$ cat config.mk
export PLATFORM = sky130hd
export DESIGN_NAME = uop_sequencer
export DESIGN_NICKNAME = d
export VERILOG_FILES = /design/src/rtl/uop_ecdsa_pkg.sv /design/src/rtl/uop_cond_eval.sv /design/src/rtl/uop_sequencer.sv
export SDC_FILE = /design/constraint.sdc
export NUM_CORES = 1
export LEC_CHECK = 0
export CORE_UTILIZATION = 38
export CTS_CLUSTER_DIAMETER = 100
export CTS_CLUSTER_SIZE = 25
export DETAILED_ROUTE_END_ITERATION = 8
export PLACE_DENSITY_LB_ADDON = 0.15
export SLEW_MARGIN = 25
export SYNTH_ARGS = -nofsm -noshare
export SYNTH_HDL_FRONTEND = slang
export SYNTH_SLANG_ARGS = --single-unit
$ cat constraint.sdc
create_clock -name clk -period 1.9 [get_ports clk]
set_clock_uncertainty 0.1 [all_clocks]
set_input_delay 0.38 -clock clk [delete_from_list [all_inputs] [get_ports clk]]
set_output_delay 0.38 -clock clk [all_outputs]
set_load 0.02 [all_outputs]
$ cat src/rtl/uop_ecdsa_pkg.sv
// Shared definitions for the ECDSA point-engine microcode: word layout, opcodes,
// operand/exec encodings and the sequencer state type.
// Pure declarations; no logic, no latency, no flow control.
package uop_ecdsa_pkg;

    // Microcode word layout: opcode | src_a | src_b | dst | exec
    localparam int UOP_FIELD_W      = 4;
    localparam int UOP_OPCODE_LSB   = 16;
    localparam int UOP_SRC_A_LSB    = 12;
    localparam int UOP_SRC_B_LSB    = 8;
    localparam int UOP_DST_LSB      = 4;
    localparam int UOP_EXEC_LSB     = 0;
    localparam int UOP_EXEC_INV_BIT = 3;

    // Opcodes understood by the modular arithmetic datapath
    localparam logic [3:0] OPCODE_NOP = 4'h0;
    localparam logic [3:0] OPCODE_MOV = 4'h1;
    localparam logic [3:0] OPCODE_ADD = 4'h2;
    localparam logic [3:0] OPCODE_SUB = 4'h3;
    localparam logic [3:0] OPCODE_MUL = 4'h4;
    localparam logic [3:0] OPCODE_INV = 4'h5;
    localparam logic [3:0] OPCODE_RDY = 4'hF;   // end of microprogram

    // Source operand selectors in the operand bank
    localparam logic [3:0] UOP_SRC_ZERO = 4'h0;
    localparam logic [3:0] UOP_SRC_ONE  = 4'h1;
    localparam logic [3:0] UOP_SRC_RX   = 4'h2;
    localparam logic [3:0] UOP_SRC_RY   = 4'h3;
    localparam logic [3:0] UOP_SRC_RZ   = 4'h4;
    localparam logic [3:0] UOP_SRC_T0   = 4'h5;
    localparam logic [3:0] UOP_SRC_T1   = 4'h6;
    localparam logic [3:0] UOP_SRC_A    = 4'h7;
    localparam logic [3:0] UOP_SRC_B    = 4'h8;

    // Destination selectors
    localparam logic [3:0] UOP_DST_RX = 4'h2;
    localparam logic [3:0] UOP_DST_RY = 4'h3;
    localparam logic [3:0] UOP_DST_RZ = 4'h4;
    localparam logic [3:0] UOP_DST_T0 = 4'h5;
    localparam logic [3:0] UOP_DST_T1 = 4'h6;

    // Exec field: bit 3 inverts, bits 2:0 select always / flag0..flag3 / reserved
    localparam logic [3:0] UOP_EXEC_ALWAYS = 4'b0000;
    localparam logic [3:0] UOP_EXEC_FLAG0  = 4'b0001;
    localparam logic [3:0] UOP_EXEC_FLAG1  = 4'b0010;
    localparam logic [3:0] UOP_EXEC_FLAG2  = 4'b0011;
    localparam logic [3:0] UOP_EXEC_FLAG3  = 4'b0100;
    localparam logic [3:0] UOP_EXEC_INV    = 4'b1000;
    localparam logic [3:0] UOP_EXEC_NEVER  = 4'b1000;

    typedef enum logic [1:0] {
        SEQ_IDLE   = 2'd0,
        SEQ_FETCH  = 2'd1,
        SEQ_DECODE = 2'd2,
        SEQ_WAIT   = 2'd3
    } seq_state_t;

endpackage

$ cat src/rtl/uop_cond_eval.sv
// Evaluates whether a decoded uop executes, from its exec field and the datapath flags.
// Purely combinational, zero latency.
// No flow control; the caller samples the result only while decoding.
module uop_cond_eval
    import uop_ecdsa_pkg::*;
(
    input  logic [3:0] i_exec,
    input  logic [3:0] i_flags,
    output logic       o_exec_go
);

    logic       w_inv;
    logic [2:0] w_sel;

    assign w_inv = i_exec[UOP_EXEC_INV_BIT];
    assign w_sel = i_exec[2:0];

    // Select the addressed flag and apply the invert bit; reserved selectors never run
    always_comb begin
        o_exec_go = 1'b0;
        case (w_sel)
            3'd0:    o_exec_go = ~w_inv;
            3'd1:    o_exec_go = i_flags[0] ^ w_inv;
            3'd2:    o_exec_go = i_flags[1] ^ w_inv;
            3'd3:    o_exec_go = i_flags[2] ^ w_inv;
            3'd4:    o_exec_go = i_flags[3] ^ w_inv;
            default: o_exec_go = 1'b0;
        endcase
    end

endmodule

$ cat src/rtl/uop_sequencer.sv
// Microcode sequencer: fetches uops from a registered ROM, decodes, issues to the datapath.
// Per uop: 2 cycles if skipped or RDY, 3 + op_done latency if issued; issue 3 cycles after ena.
// Holds in WAIT until op_done; ena is ignored unless idle; the PC never wraps (sets err instead).
module uop_sequencer
    import uop_ecdsa_pkg::*;
#(
    parameter int ADDR_W = 6,
    parameter int UOP_W  = 20
) (
    input  logic              clk,
    input  logic              rst,
    input  logic              ena,
    input  logic [ADDR_W-1:0] start_addr,
    output logic              rdy,
    output logic              done,
    output logic              err,
    output logic [ADDR_W-1:0] uop_addr,
    input  logic [UOP_W-1:0]  uop_data,
    input  logic [3:0]        cond_flags,
    output logic              op_ena,
    output logic [3:0]        op_opcode,
    output logic [3:0]        op_src_a,
    output logic [3:0]        op_src_b,
    output logic [3:0]        op_dst,
    input  logic              op_done
);

    localparam logic [ADDR_W-1:0] PC_LAST = {ADDR_W{1'b1}};

    seq_state_t        r_state;
    logic [ADDR_W-1:0] r_pc;
    logic              r_rdy;
    logic              r_done;
    logic              r_err;
    logic              r_op_ena;
    logic [3:0]        r_op_opcode;
    logic [3:0]        r_op_src_a;
    logic [3:0]        r_op_src_b;
    logic [3:0]        r_op_dst;

    logic [3:0] w_opcode;
    logic [3:0] w_src_a;
    logic [3:0] w_src_b;
    logic [3:0] w_dst;
    logic [3:0] w_exec;
    logic       w_exec_go;
    logic       w_pc_last;

    assign w_opcode  = uop_data[UOP_OPCODE_LSB +: UOP_FIELD_W];
    assign w_src_a   = uop_data[UOP_SRC_A_LSB  +: UOP_FIELD_W];
    assign w_src_b   = uop_data[UOP_SRC_B_LSB  +: UOP_FIELD_W];
    assign w_dst     = uop_data[UOP_DST_LSB    +: UOP_FIELD_W];
    assign w_exec    = uop_data[UOP_EXEC_LSB   +: UOP_FIELD_W];
    assign w_pc_last = (r_pc == PC_LAST);

    uop_cond_eval u_cond_eval (
        .i_exec    (w_exec),
        .i_flags   (cond_flags),
        .o_exec_go (w_exec_go)
    );

    // Sequencer FSM; every output is a register so op_done/uop_data never reach a port combinationally
    always_ff @(posedge clk) begin
        if (rst) begin
            r_state     <= SEQ_IDLE;
            r_pc        <= '0;
            r_rdy       <= 1'b1;
            r_done      <= 1'b0;
            r_err       <= 1'b0;
            r_op_ena    <= 1'b0;
            r_op_opcode <= '0;
            r_op_src_a  <= '0;
            r_op_src_b  <= '0;
            r_op_dst    <= '0;
        end else begin
            r_done   <= 1'b0;
            r_op_ena <= 1'b0;
            case (r_state)
                SEQ_IDLE: begin
                    if (ena) begin
                        r_pc    <= start_addr;
                        r_err   <= 1'b0;
                        r_rdy   <= 1'b0;
                        r_state <= SEQ_FETCH;
                    end
                end
                SEQ_FETCH: begin
                    r_state <= SEQ_DECODE;
                end
                SEQ_DECODE: begin
                    if (w_opcode == OPCODE_RDY) begin
                        r_done  <= 1'b1;
                        r_rdy   <= 1'b1;
                        r_state <= SEQ_IDLE;
                    end else if (w_exec_go) begin
                        r_op_opcode <= w_opcode;
                        r_op_src_a  <= w_src_a;
                        r_op_src_b  <= w_src_b;
                        r_op_dst    <= w_dst;
                        r_op_ena    <= 1'b1;
                        r_state     <= SEQ_WAIT;
                    end else if (w_pc_last) begin
                        // Skipped uop at the top of the ROM: stop instead of wrapping to 0
                        r_err   <= 1'b1;
                        r_rdy   <= 1'b1;
                        r_state <= SEQ_IDLE;
                    end else begin
                        r_pc    <= r_pc + ADDR_W'(1);
                        r_state <= SEQ_FETCH;
                    end
                end
                SEQ_WAIT: begin
                    if (op_done) begin
                        if (w_pc_last) begin
                            r_err   <= 1'b1;
                            r_rdy   <= 1'b1;
                            r_state <= SEQ_IDLE;
                        end else begin
                            r_pc    <= r_pc + ADDR_W'(1);
                            r_state <= SEQ_FETCH;
                        end
                    end
                end
                default: begin
                    r_rdy   <= 1'b1;
                    r_state <= SEQ_IDLE;
                end
            endcase
        end
    end

    assign rdy       = r_rdy;
    assign done      = r_done;
    assign err       = r_err;
    assign uop_addr  = r_pc;
    assign op_ena    = r_op_ena;
    assign op_opcode = r_op_opcode;
    assign op_src_a  = r_op_src_a;
    assign op_src_b  = r_op_src_b;
    assign op_dst    = r_op_dst;

endmodule

### Yosys cells after proc, flatten, opt, wreduce, memory -nomap -nowiden

Index checks and enable logic that the tools add are counted.

* input bits: 34
* flip-flop bits (word level): 28
* output and inout port bits: 26

* bitwise gates (word level): 7
* $add $sub $neg: 1
* multiplexer cells: 26
* reductions and logical operators: 9
* equality and inequality tests: 14

Operator list (count)
* $mux W6: 5
* $pmux W6 S3: 1
* $mux W1: 12
* $mux W2: 4
* $ne A2 B2 Y1 const B: 4
* $pmux W2 S4: 1
* $add A6 B1 Y6 const B: 1
* $eq A3 B2 Y1 const B: 2
* $eq A6 B6 Y1 const B: 1
* $pmux W1 S3: 2
* $pmux W1 S5: 1
* $reduce_and A5 Y1: 1
* $eq A2 B2 Y1 const B: 2
* $eq A4 B4 Y1 const B: 1
* $reduce_and A4 Y1: 1
* $xor A1 B1 Y1: 4
* $eq A3 B1 Y1 const B: 1
* $eq A3 B3 Y1 const B: 1
* $logic_not A3 Y1: 1
* $ne A3 B3 Y1 const B: 1
* $not A1 Y1: 3
* $reduce_and A3 Y1: 1
* $reduce_bool A3 Y1: 1
* $reduce_or A3 Y1: 1
* 4 further kinds: 4

### Depth between registers and ports, before layout

Gate-level depths: netlist (run 1).

* depth after elaboration: 5
* gate-level depth with buffers: 7
* gate-level depth less buffers: 6

### Hierarchy

A second synthesis (run 1) with hierarchy kept.

* cells, all modules: 163
* area, all modules: 1447.6 µm²

By module, submodules not included
* uop_sequencer: cells an instance 149, instances 1, area each 1348.8 µm²
* uop_cond_eval: cells an instance 14, instances 1, area each 98.8 µm²

### Worst setup path after synthesis (run 1)

No wires, ideal clock.

* path type: input -> register
* start point: in cond_flags[0]
* end point: reg r_op_dst[0] (netlist: op_dst[0])
* buffers on the path: 1
* data required time: 1.686 ns
* library setup time: 0.114 ns
* data arrival time: 1.713 ns
* path slack: -0.027 ns
* stages: 7
* cell sequence: and3_1 > a211o_1 > o211a_4 > nor2_8 > buf_12 > mux2i_1 > nor2_1

* longest elaborated chain between the ends: 3

Ends and longest elaborated chain
* from (decl): line uop_sequencer.sv:19 `input logic [3:0] cond_flags,`
* $xor A1 B1 Y1: line uop_cond_eval.sv:23 `3'd1: o_exec_go = i_flags[0] ^ w_inv;`
* $pmux W1 S5: line uop_cond_eval.sv:21 `case (w_sel)`
* $reduce_and A3 Y1 (no line)
* to (signal assigned): line uop_sequencer.sv:99 `r_op_dst <= w_dst;`
* to (decl): line uop_sequencer.sv:39 `logic [3:0] r_op_dst;`

Every way passes these cells.
A chain may end at the register's enable or synchronous reset.

### Worst setup path after layout (run 1)

* start point: reg r_pc[0] (netlist: uop_addr[0])
* end point: out uop_addr[0]

RTL lines
* from (decl): line uop_sequencer.sv:31 `logic [ADDR_W-1:0] r_pc;`
* from (signal assigned): line uop_sequencer.sv:81 `r_pc <= start_addr;`
* from (signal assigned): line uop_sequencer.sv:108 `r_pc <= r_pc + ADDR_W'(1);`
* from (signal assigned): line uop_sequencer.sv:119 `r_pc <= r_pc + ADDR_W'(1);`
* to (decl): line uop_sequencer.sv:17 `output logic [ADDR_W-1:0] uop_addr,`

No word-level cell between the ends.

==> flow_summary.html, run 1 <==
<table>
<tr><th>Metric</th><th>Value</th></tr>
<tr><th colspan="2">Finish</th></tr>
<tr><td>N_diodes</td><td>0</td></tr>
<tr><td>Fraction of layout cells with a size suffix above 1</td><td>19.7%</td></tr>
<tr><td>Nets@finish</td><td>265</td></tr>
<tr><td>Signed area change from the synthesized netlist to the final layout</td><td>64.0%</td></tr>
<tr><td>Post-layout util</td><td>67.1%</td></tr>
<tr><td>Number of standard cells in the final layout excluding fillers</td><td>275</td></tr>
<tr><td>Final design area excluding fillers</td><td>2310 um^2</td></tr>
<tr><th colspan="2">Power</th></tr>
<tr><td>Internal Power</td><td>1.02 mW</td></tr>
<tr><td>Reported leakage power</td><td>1.01 nW</td></tr>
<tr><td>Power Density</td><td>606 nW/um^2</td></tr>
<tr><td>Part of the total power dissipated in combinational logic</td><td>27.5%</td></tr>
<tr><td>Net Switching</td><td>0.385 mW</td></tr>
<tr><td>Switching power share of the total</td><td>27.5%</td></tr>
<tr><td>Peak supply drop</td><td>0.436 mV</td></tr>
<tr><td>Relative contribution of sequential cells to total power</td><td>46.1%</td></tr>
<tr><td>Part of the power in the clock network</td><td>26.4%</td></tr>
<tr><th colspan="2">Setup path</th></tr>
<tr><td>Maximum fanout count along the critical path</td><td>6</td></tr>
<tr><td>Ordered list of cells on the worst path</td><td>buf_4, clkdlybuf4s50_1</td></tr>
<tr><td>Slowest Stage Delay on Critical Path</td><td>0.60 ns</td></tr>
<tr><td>Worst setup EP type</td><td>output port</td></tr>
<tr><td>Crit start category</td><td>register</td></tr>
<tr><td>Type of the worst setup path</td><td>reg -&gt; out</td></tr>
<tr><td>Req. time, crit path</td><td>1.42 ns</td></tr>
<tr><td>Crit path max-delay family</td><td>buffers and inverters</td></tr>
<tr><td>Critical Path Slowest Stage Cell</td><td>sky130_fd_sc_hd__clkdlybuf4s50_1</td></tr>
<tr><td>Signal arrival time at the worst endpoint</td><td>1.35 ns</td></tr>
<tr><td>Buffering stage count on the worst path with inverters included</td><td>2</td></tr>
<tr><th colspan="2">GRT</th></tr>
<tr><td>Antenna violations before repair</td><td>0</td></tr>
<tr><td>GRT Overall Usage</td><td>18.4%</td></tr>
<tr><td>Number of global-route vias before repair</td><td>1349</td></tr>
<tr><td>Largest net degree at the start of global routing</td><td>22</td></tr>
<tr><td>Wire length of the first global-routing pass</td><td>5.98 mm</td></tr>
<tr><td>Remaining global-route overflow</td><td>0</td></tr>
<tr><th colspan="2">CTS</th></tr>
<tr><td>Root Buffer</td><td>sky130_fd_sc_hd__clkbuf_8</td></tr>
<tr><td>Total clock buffers created by CTS</td><td>3</td></tr>
<tr><td>Clock tree sinks</td><td>28</td></tr>
<tr><td>Clock Latency Late Sink</td><td>0.27 ns</td></tr>
<tr><td>H-tree level count</td><td>1</td></tr>
<tr><td>TritonCTS clock tree</td><td>yes</td></tr>
<tr><td>Clock-pin slew on the worst setup and hold paths</td><td>0.09 ns</td></tr>
<tr><td>Buffers from clock root to sink, at most</td><td>2</td></tr>
<tr><th colspan="2">Die</th></tr>
<tr><td>Die ar.</td><td>3960 um^2</td></tr>
<tr><td>Die X-Extent</td><td>62.9 um</td></tr>
<tr><td>I/O pin total</td><td>60</td></tr>
<tr><td>DIE HEIGHT</td><td>62.9 um</td></tr>
<tr><td>Core Region</td><td>3440 um^2</td></tr>
<tr><td>Number of placement rows</td><td>21</td></tr>
<tr><td>Initial core utilization</td><td>40.9%</td></tr>
<tr><th colspan="2">Routing</th></tr>
<tr><td>Number of search-and-repair iterations in the first detailed-routing pass</td><td>4</td></tr>
<tr><td>WL per Instance</td><td>13.1 um</td></tr>
<tr><td>Routed WL</td><td>3.59 mm</td></tr>
<tr><td>Remaining DRCs</td><td>0</td></tr>
<tr><td>Remaining number of nets flagged by the antenna check after routing</td><td>0</td></tr>
<tr><td>Via density per instance</td><td>5.05</td></tr>
<tr><td>DR vias</td><td>1388</td></tr>
<tr><td>Number of DRC markers after the initial detailed-route iteration</td><td>75</td></tr>
<tr><th colspan="2">STA</th></tr>
<tr><td>Hold slack final</td><td>0.410 ns</td></tr>
<tr><td>Maximum clock rate</td><td>546 MHz</td></tr>
<tr><td>RSZ-0062 raised after global routing</td><td>false</td></tr>
<tr><td>Final slew viol count</td><td>0</td></tr>
<tr><td>Final-report setup violation count</td><td>0</td></tr>
<tr><td>Clock period minus worst slack</td><td>1.83 ns</td></tr>
<tr><td>Final hold vios</td><td>0</td></tr>
<tr><td>Worst slew margin relative to its limit</td><td>71.6%</td></tr>
<tr><td>Final period util</td><td>96.4%</td></tr>
<tr><td>Slew at the pin closest to its max-slew limit</td><td>0.424 ns</td></tr>
<tr><th colspan="2">Placement</th></tr>
<tr><td>DP Wirelength</td><td>2.70 mm</td></tr>
<tr><td>Number of cells after detailed placement</td><td>268</td></tr>
<tr><td>Cell Area, Placed</td><td>2180 um^2</td></tr>
<tr><td>Number of input and output port buffers inserted</td><td>59</td></tr>
<tr><td>Placer Congestion</td><td>0.784</td></tr>
<tr><th colspan="2">Yosys</th></tr>
<tr><td>Register bit total from synthesis</td><td>28</td></tr>
<tr><td>Total nets after synthesis</td><td>186</td></tr>
<tr><td>Number of distinct library cells after synthesis</td><td>38</td></tr>
<tr><td>Number of enable-type register cells in the synthesized netlist</td><td>0</td></tr>
<tr><td>Async set-or-reset flop fraction in the synthesized netlist</td><td>0%</td></tr>
<tr><td>Mapped cell area</td><td>1410 um^2</td></tr>
<tr><td>Yosys warns</td><td>0</td></tr>
<tr><td>Mean post-synth cell area</td><td>9.33 um^2</td></tr>
<tr><td>Top FF cell, synth</td><td>sky130_fd_sc_hd__dfxtp_1</td></tr>
<tr><td>Portion of the post-synthesis area used by sequential elements</td><td>39.8%</td></tr>
<tr><td>Number of standard cells after synthesis</td><td>151</td></tr>
<tr><th colspan="2">Job</th></tr>
<tr><td>Max capacitance violation total</td><td>0</td></tr>
<tr><th colspan="2">Min path</th></tr>
<tr><td>Class of the most critical hold timing path</td><td>reg -&gt; reg</td></tr>
<tr><th colspan="2">Run status</th></tr>
<tr><td>Result of the run</td><td>complete, no violations</td></tr>
</table>
[cell usage in the layout, fill, tap and decap left out, types with 2 or more instances in the layout]
cell and count:
sky130_fd_sc_hd__and3_4 2, sky130_fd_sc_hd__nand2_1 4, sky130_fd_sc_hd__nand3b_1 2, sky130_fd_sc_hd__buf_4 19
sky130_fd_sc_hd__buf_12 3, sky130_fd_sc_hd__clkdlybuf4s15_1 2, sky130_fd_sc_hd__nand3_4 2, sky130_fd_sc_hd__a21oi_1 2
sky130_fd_sc_hd__nor3b_1 2, sky130_fd_sc_hd__and2_1 2, sky130_fd_sc_hd__mux2i_1 21, sky130_fd_sc_hd__o21ai_1 3
sky130_fd_sc_hd__dlygate4sd2_1 3, sky130_fd_sc_hd__nor3_1 4, sky130_fd_sc_hd__xor2_1 2, sky130_fd_sc_hd__nor2_1 27
sky130_fd_sc_hd__buf_2 2, sky130_fd_sc_hd__o21ai_0 3, sky130_fd_sc_hd__nand4_1 2, sky130_fd_sc_hd__nand2b_1 3
sky130_fd_sc_hd__a211o_1 3, sky130_fd_sc_hd__a31oi_1 4, sky130_fd_sc_hd__dfxtp_1 28, sky130_fd_sc_hd__and3_1 3
sky130_fd_sc_hd__clkdlybuf4s50_1 50, sky130_fd_sc_hd__nand3_1 3, sky130_fd_sc_hd__clkbuf_8 4, sky130_fd_sc_hd__xnor2_1 2
[Yosys cell counts, drive strengths merged, types with 3 or more instances]
library cell  instances  share of area (%)
nor3                  6                2.5
a211o                 4                2.5
nor3b                 3                1.6
nand2b                4                1.8
and3                  5                2.2
clkbuf                5                1.6
a31oi                 4                1.8
nor2                 28                8.6
mux2i                21                 15
nand3                 5                2.5
nand2                 5                1.3
o21ai                 6                2.1
dfxtp                28                 40
[registers in the layout, indices dropped and copies added (netlist names)]
signal	count
op_ena	1
op_dst	4
rdy	1
uop_addr	6
err	1
op_src_b	4
op_opcode	4
done	1
r_state	2
op_src_a	4
[metrics by stage]
stage / TNS, ns / total power [mW] / setup slack [ns]
floorplan: 0 / 0.841 / 0.0124
global placement: -11.41 / 1.02 / -0.463
detailed placement: -12.76 / 1.03 / -0.524
CTS: 0 / 1.41 / 0.00997
global route: 0 / 1.46 / 0.00845
finish: 0 / 1.40 / 0.0692
[final cells by class]
| type | count | area [um^2] |
|---|---|---|
| clock buffers | 4 | 55.1 |
| fillers | 295 | 1130 |
| multi-input cells | 116 | 862 |
| flip-flops and latches | 28 | 561 |
| well taps | 46 | 57.6 |
| repair buffers | 81 | 776 |
[power groups by stage]
stage	sequential, mW	combinational (mW)	clock (mW)
after detailed placement	0.660	0.368	0
after global routing	0.650	0.414	0.396
after global placement	0.657	0.360	0
final	0.646	0.385	0.370
after CTS	0.646	0.390	0.375
after floorplan	0.693	0.148	0
[worst reg2reg max path, stage by stage (launching register included)]
cell and delay [ns]:
sky130_fd_sc_hd__dfxtp_1 0.33, sky130_fd_sc_hd__ha_1 0.22, sky130_fd_sc_hd__and3_1 0.21, sky130_fd_sc_hd__and3_1 0.28
sky130_fd_sc_hd__a21boi_0 0.23, sky130_fd_sc_hd__mux2i_1 0.12, sky130_fd_sc_hd__a211oi_2 0.21
[logic make-up after synthesis]
group	count (synthesis)	share of synthesized area (%)
buf+inv	7	3.82
fa+ha+maj	1	0.888
mux	21	14.9
compound gates	24	12.6
flops	28	39.8
xor+xnor	4	2.49
simple gates	66	25.5
[routing by layer]
metal	vias up	track usage (%)	part of all wire [%]
met2	37	33.3	53
met4	0	2.91	0.19
met1	651	22.3	42
li1	698	-	-
met5	-	0	0
met3	2	4.01	4.9
[path summary, 6_finish.rpt]
kind,start,endpoint,slack [ns],cells past startpoint
worst max-delay path,uop_addr[0],uop_addr[0],0.07,2
worst max register to register,uop_addr[0],r_state[0],0.15,6
worst min register to register,op_src_b[0],op_src_b[0],0.41,2
worst min-delay path,op_src_b[0],op_src_b[0],0.41,2
[repair_timing]
item	CTS	global route
hold buffers	0	0
gates resized for setup	31	5
setup endpoints to repair	27	12
buffers inserted	4	0
cloned	1	0
endpoints found under the hold margin	0	0
pin swaps	7	5
No activity file was read; power rests on OpenSTA's default activity.
==> inputs of run 2 (changes only) <==
- ABC_AREA: unset -> 1
==> run 2 against run 1 <==
Net effect:
- via count up 4.5%
- worst setup slack worse by 0.010 ns
- core utilization down 7.1 points
- die area up 2.6%
- sequential power up 5.0%
- synthesized cell count up 26%
- final area down 4.8%
- count of clock-buffer cells in the layout down 1
- power up 19%
- worst hold slack worse by 0.043 ns
- wire length down 7.8%
- critical path type unchanged
==> flow_summary.html, run 2 <==
<table>
<tr><th>Metric</th><th>Value</th></tr>
<tr><th colspan="2">Finish</th></tr>
<tr><td>N_diodes</td><td>0</td></tr>
<tr><td>Number of flip-flops under the largest register name</td><td>6</td></tr>
<tr><td>Most common library cell in the layout ignoring fill and taps</td><td>sky130_fd_sc_hd__clkdlybuf4s50_1</td></tr>
<tr><td>Leading cell types in the layout, fill and taps excluded</td><td>sky130_fd_sc_hd__clkdlybuf4s50_1, sky130_fd_sc_hd__nand2_1, sky130_fd_sc_hd__dfxtp_1</td></tr>
<tr><td>Seq. cell area</td><td>561 um^2</td></tr>
<tr><td>Area of combinational cells with multiple inputs</td><td>761 um^2</td></tr>
<tr><td>Fraction of layout cells with a size suffix above 1</td><td>12.0%</td></tr>
<tr><td>Fill cell instance count of the final layout</td><td>341</td></tr>
<tr><td>Signed area change from the synthesized netlist to the final layout</td><td>52.1%</td></tr>
<tr><td>Post-layout util</td><td>60.1%</td></tr>
<tr><td>Final design area excluding fillers</td><td>2200 um^2</td></tr>
<tr><td>Nets@finish</td><td>294</td></tr>
<tr><th colspan="2">Placement</th></tr>
<tr><td>DP Wirelength</td><td>2.50 mm</td></tr>
<tr><td>Placer Congestion</td><td>0.806</td></tr>
<tr><td>Number of input and output port buffers inserted</td><td>59</td></tr>
<tr><td>Cell Area, Placed</td><td>2130 um^2</td></tr>
<tr><th colspan="2">Routing</th></tr>
<tr><td>Uppermost metal layer occupied by signal nets</td><td>met4</td></tr>
<tr><td>Met3 WL</td><td>166 um</td></tr>
<tr><td>Remaining DRCs</td><td>0</td></tr>
<tr><td>Number of DRC markers after the initial detailed-route iteration</td><td>33</td></tr>
<tr><td>Sum of routed wire segments on met1</td><td>1.56 mm</td></tr>
<tr><td>Routed WL</td><td>3.31 mm</td></tr>
<tr><td>Met2 WL</td><td>1.57 mm</td></tr>
<tr><td>Remaining number of nets flagged by the antenna check after routing</td><td>0</td></tr>
<tr><td>Via density per instance</td><td>4.74</td></tr>
<tr><td>DR vias</td><td>1450</td></tr>
<tr><td>WL per Instance</td><td>10.8 um</td></tr>
<tr><td>Number of search-and-repair iterations in the first detailed-routing pass</td><td>4</td></tr>
<tr><th colspan="2">Yosys</th></tr>
<tr><td>Mapped cell area</td><td>1450 um^2</td></tr>
<tr><td>Cell type contributing the most total cell area after synthesis</td><td>sky130_fd_sc_hd__dfxtp_1</td></tr>
<tr><td>Top FF cell, synth</td><td>sky130_fd_sc_hd__dfxtp_1</td></tr>
<tr><td>Total nets after synthesis</td><td>226</td></tr>
<tr><td>Most area-consuming cells after synthesis</td><td>sky130_fd_sc_hd__dfxtp_1, sky130_fd_sc_hd__nand2_1, sky130_fd_sc_hd__nand3b_1</td></tr>
<tr><td>Mean post-synth cell area</td><td>7.57 um^2</td></tr>
<tr><td>Async set-or-reset flop fraction in the synthesized netlist</td><td>0%</td></tr>
<tr><td>Number of standard cells after synthesis</td><td>191</td></tr>
<tr><td>Top post-synthesis cells by count</td><td>sky130_fd_sc_hd__nand2_1, sky130_fd_sc_hd__dfxtp_1, sky130_fd_sc_hd__a21oi_1</td></tr>
<tr><td>Register bit total from synthesis</td><td>28</td></tr>
<tr><td>Number of enable-type register cells in the synthesized netlist</td><td>0</td></tr>
<tr><td>Portion of the post-synthesis area used by sequential elements</td><td>38.8%</td></tr>
<tr><td>Yosys warns</td><td>0</td></tr>
<tr><td>Post-synth top area share</td><td>38.8%</td></tr>
<tr><td>Top-count cell post-synth</td><td>sky130_fd_sc_hd__nand2_1</td></tr>
<tr><td>Number of distinct library cells after synthesis</td><td>31</td></tr>
<tr><th colspan="2">STA</th></tr>
<tr><td>Final slew viol count</td><td>0</td></tr>
<tr><td>Final period util</td><td>96.9%</td></tr>
<tr><td>Final hold vios</td><td>0</td></tr>
<tr><td>RSZ-0062 raised after global routing</td><td>false</td></tr>
<tr><td>Final-report setup violation count</td><td>0</td></tr>
<tr><td>Maximum clock rate</td><td>543 MHz</td></tr>
<tr><td>Slew at the pin closest to its max-slew limit</td><td>0.313 ns</td></tr>
<tr><td>Clock period minus worst slack</td><td>1.84 ns</td></tr>
<tr><td>Worst slew margin relative to its limit</td><td>79.0%</td></tr>
<tr><th colspan="2">Die</th></tr>
<tr><td>Number of placement rows</td><td>22</td></tr>
<tr><td>DIE HEIGHT</td><td>63.7 um</td></tr>
<tr><td>I/O pin total</td><td>60</td></tr>
<tr><td>Die ar.</td><td>4060 um^2</td></tr>
<tr><td>Core Region</td><td>3660 um^2</td></tr>
<tr><td>Die X-Extent</td><td>63.7 um</td></tr>
<tr><td>Initial core utilization</td><td>39.5%</td></tr>
<tr><th colspan="2">Setup path</th></tr>
<tr><td>Buffering stage count on the worst path with inverters included</td><td>1</td></tr>
<tr><td>Req. time, crit path</td><td>1.42 ns</td></tr>
<tr><td>Signal arrival time at the worst endpoint</td><td>1.36 ns</td></tr>
<tr><td>Worst setup EP type</td><td>output port</td></tr>
<tr><td>Type of the worst setup path</td><td>reg -&gt; out</td></tr>
<tr><td>Crit path max-delay family</td><td>buffers and inverters</td></tr>
<tr><td>Ordered list of cells on the worst path</td><td>clkdlybuf4s50_1</td></tr>
<tr><td>Maximum fanout count along the critical path</td><td>6</td></tr>
<tr><td>Worst reg2reg startpoint</td><td>uop_addr[1]</td></tr>
<tr><td>Slowest Stage Delay on Critical Path</td><td>0.64 ns</td></tr>
<tr><td>Critical Path Slowest Stage Cell</td><td>sky130_fd_sc_hd__clkdlybuf4s50_1</td></tr>
<tr><td>Crit start category</td><td>register</td></tr>
<tr><td>Launch point of the critical path</td><td>uop_addr[2]</td></tr>
<tr><th colspan="2">CTS</th></tr>
<tr><td>Hold buffer count at cts</td><td>0</td></tr>
<tr><td>TritonCTS clock tree</td><td>yes</td></tr>
<tr><td>Clock tree sinks</td><td>28</td></tr>
<tr><td>Root Buffer</td><td>sky130_fd_sc_hd__clkbuf_8</td></tr>
<tr><td>Buffers from clock root to sink, at most</td><td>2</td></tr>
<tr><td>Post-CTS Setup Repair Bufs</td><td>0</td></tr>
<tr><td>H-tree level count</td><td>1</td></tr>
<tr><td>Total clock buffers created by CTS</td><td>3</td></tr>
<tr><td>Post-cts repair resize count</td><td>0</td></tr>
<tr><td>Clock Latency Late Sink</td><td>0.27 ns</td></tr>
<tr><td>Clock-pin slew on the worst setup and hold paths</td><td>0.10 ns</td></tr>
<tr><th colspan="2">GRT</th></tr>
<tr><td>Wire length of the first global-routing pass</td><td>5.60 mm</td></tr>
<tr><td>GRT Overall Usage</td><td>17.3%</td></tr>
<tr><td>Largest net degree at the start of global routing</td><td>23</td></tr>
<tr><td>Remaining global-route overflow</td><td>0</td></tr>
<tr><td>Number of global-route vias before repair</td><td>1341</td></tr>
<tr><td>Antenna violations before repair</td><td>0</td></tr>
<tr><th colspan="2">Power</th></tr>
<tr><td>Peak supply drop</td><td>0.346 mV</td></tr>
<tr><td>Power Density</td><td>756 nW/um^2</td></tr>
<tr><td>Reported leakage power</td><td>0.886 nW</td></tr>
<tr><td>Power after layout</td><td>1.66 mW</td></tr>
<tr><th colspan="2">Job</th></tr>
<tr><td>Max capacitance violation total</td><td>0</td></tr>
<tr><th colspan="2">Run status</th></tr>
<tr><td>Result of the run</td><td>complete, no violations</td></tr>
<tr><th colspan="2">Min path</th></tr>
<tr><td>Class of the most critical hold timing path</td><td>reg -&gt; reg</td></tr>
<tr><td>Launch point of the worst hold path</td><td>op_src_b[3]</td></tr>
</table>
==> run 2: cell types whose count changed after synthesis, moves of 4 or more <==
cell	previous run	this run
sky130_fd_sc_hd__nand3b_1	2	16
sky130_fd_sc_hd__nand4_1	2	7
sky130_fd_sc_hd__nand3_1	3	7
sky130_fd_sc_hd__a31oi_1	4	0
sky130_fd_sc_hd__nor2_1	27	13
sky130_fd_sc_hd__nor3_1	5	0
sky130_fd_sc_hd__nand2b_1	4	0
sky130_fd_sc_hd__a21oi_1	2	22
sky130_fd_sc_hd__mux2i_1	21	0
sky130_fd_sc_hd__inv_1	0	12
sky130_fd_sc_hd__nand2_1	5	47
sky130_fd_sc_hd__and3_1	5	0
sky130_fd_sc_hd__a211o_1	4	0
==> run 2: final timing paths <==
path / to / depth (start not counted) / slack (ns)
worst min register to register: op_src_b[3] / 2 / 0.37
worst max register to register: uop_addr[2] / 7 / 0.22
worst max-delay path: uop_addr[2] / 1 / 0.06
worst min-delay path: op_src_b[3] / 2 / 0.37
==> run 2: metal layers <==
metal	track usage, %	vias to the layer above
li1	-	766
met2	29.3	40
met3	2.54	2
met4	5.97	0
met1	22.0	642
met5	0	-
==> run 2: layout make-up <==
class	instances	share of cell area, %
multi-input combinational	138	34.6
timing repair buffer	71	31.1
sequential	28	25.5
inverter	17	2.90
tap	48	2.73
clock buffer	3	1.88
clock inverter	1	1.37
==> run 2: power breakdown <==
part,switching (mW),leakage [nW],internal (mW)
clock network,0.180,0.0357,0.282
registers,0.0427,0.228,0.635
logic,0.265,0.623,0.258
==> run 2: cells by family (layout without fill, tap and decap cells) <==
group	after synthesis	after routing	synth area share [%]
AOI/OAI and AO/OA	33	33	12.3
buffers and inverters	25	92	8.65
and+or+nand+nor	101	101	37.6
DFF	28	28	38.8
xor gates and xnor gates	3	3	1.82
adders and majority gates	1	1	0.865
==> run 2: worst reg2reg max path, stage by stage, from the launching register on <==
cell                      delay [ns]
sky130_fd_sc_hd__dfxtp_1        0.35
sky130_fd_sc_hd__ha_1           0.19
sky130_fd_sc_hd__nand3_1        0.13
sky130_fd_sc_hd__nor2_1         0.16
sky130_fd_sc_hd__nand3_1        0.27
sky130_fd_sc_hd__nand3_4        0.21
sky130_fd_sc_hd__nand2_1        0.06
sky130_fd_sc_hd__a21oi_1        0.13
==> run 2: through the flow <==
stage / setup TNS, ns / hold slack, ns / worst slack (ns) / cells
6_report: 0 / 0.367 / 0.0592 / 306
5_1_grt: 0 / 0.386 / 0.00678 / 306
4_1_cts: 0 / 0.369 / 0.0462 / 306
3_5_place_dp: -2.45 / 0.354 / -0.133 / 302
3_3_place_gp: -2.13 / 0.349 / -0.118 / 302
2_1_floorplan: 0 / 0.349 / 0.235 / 191
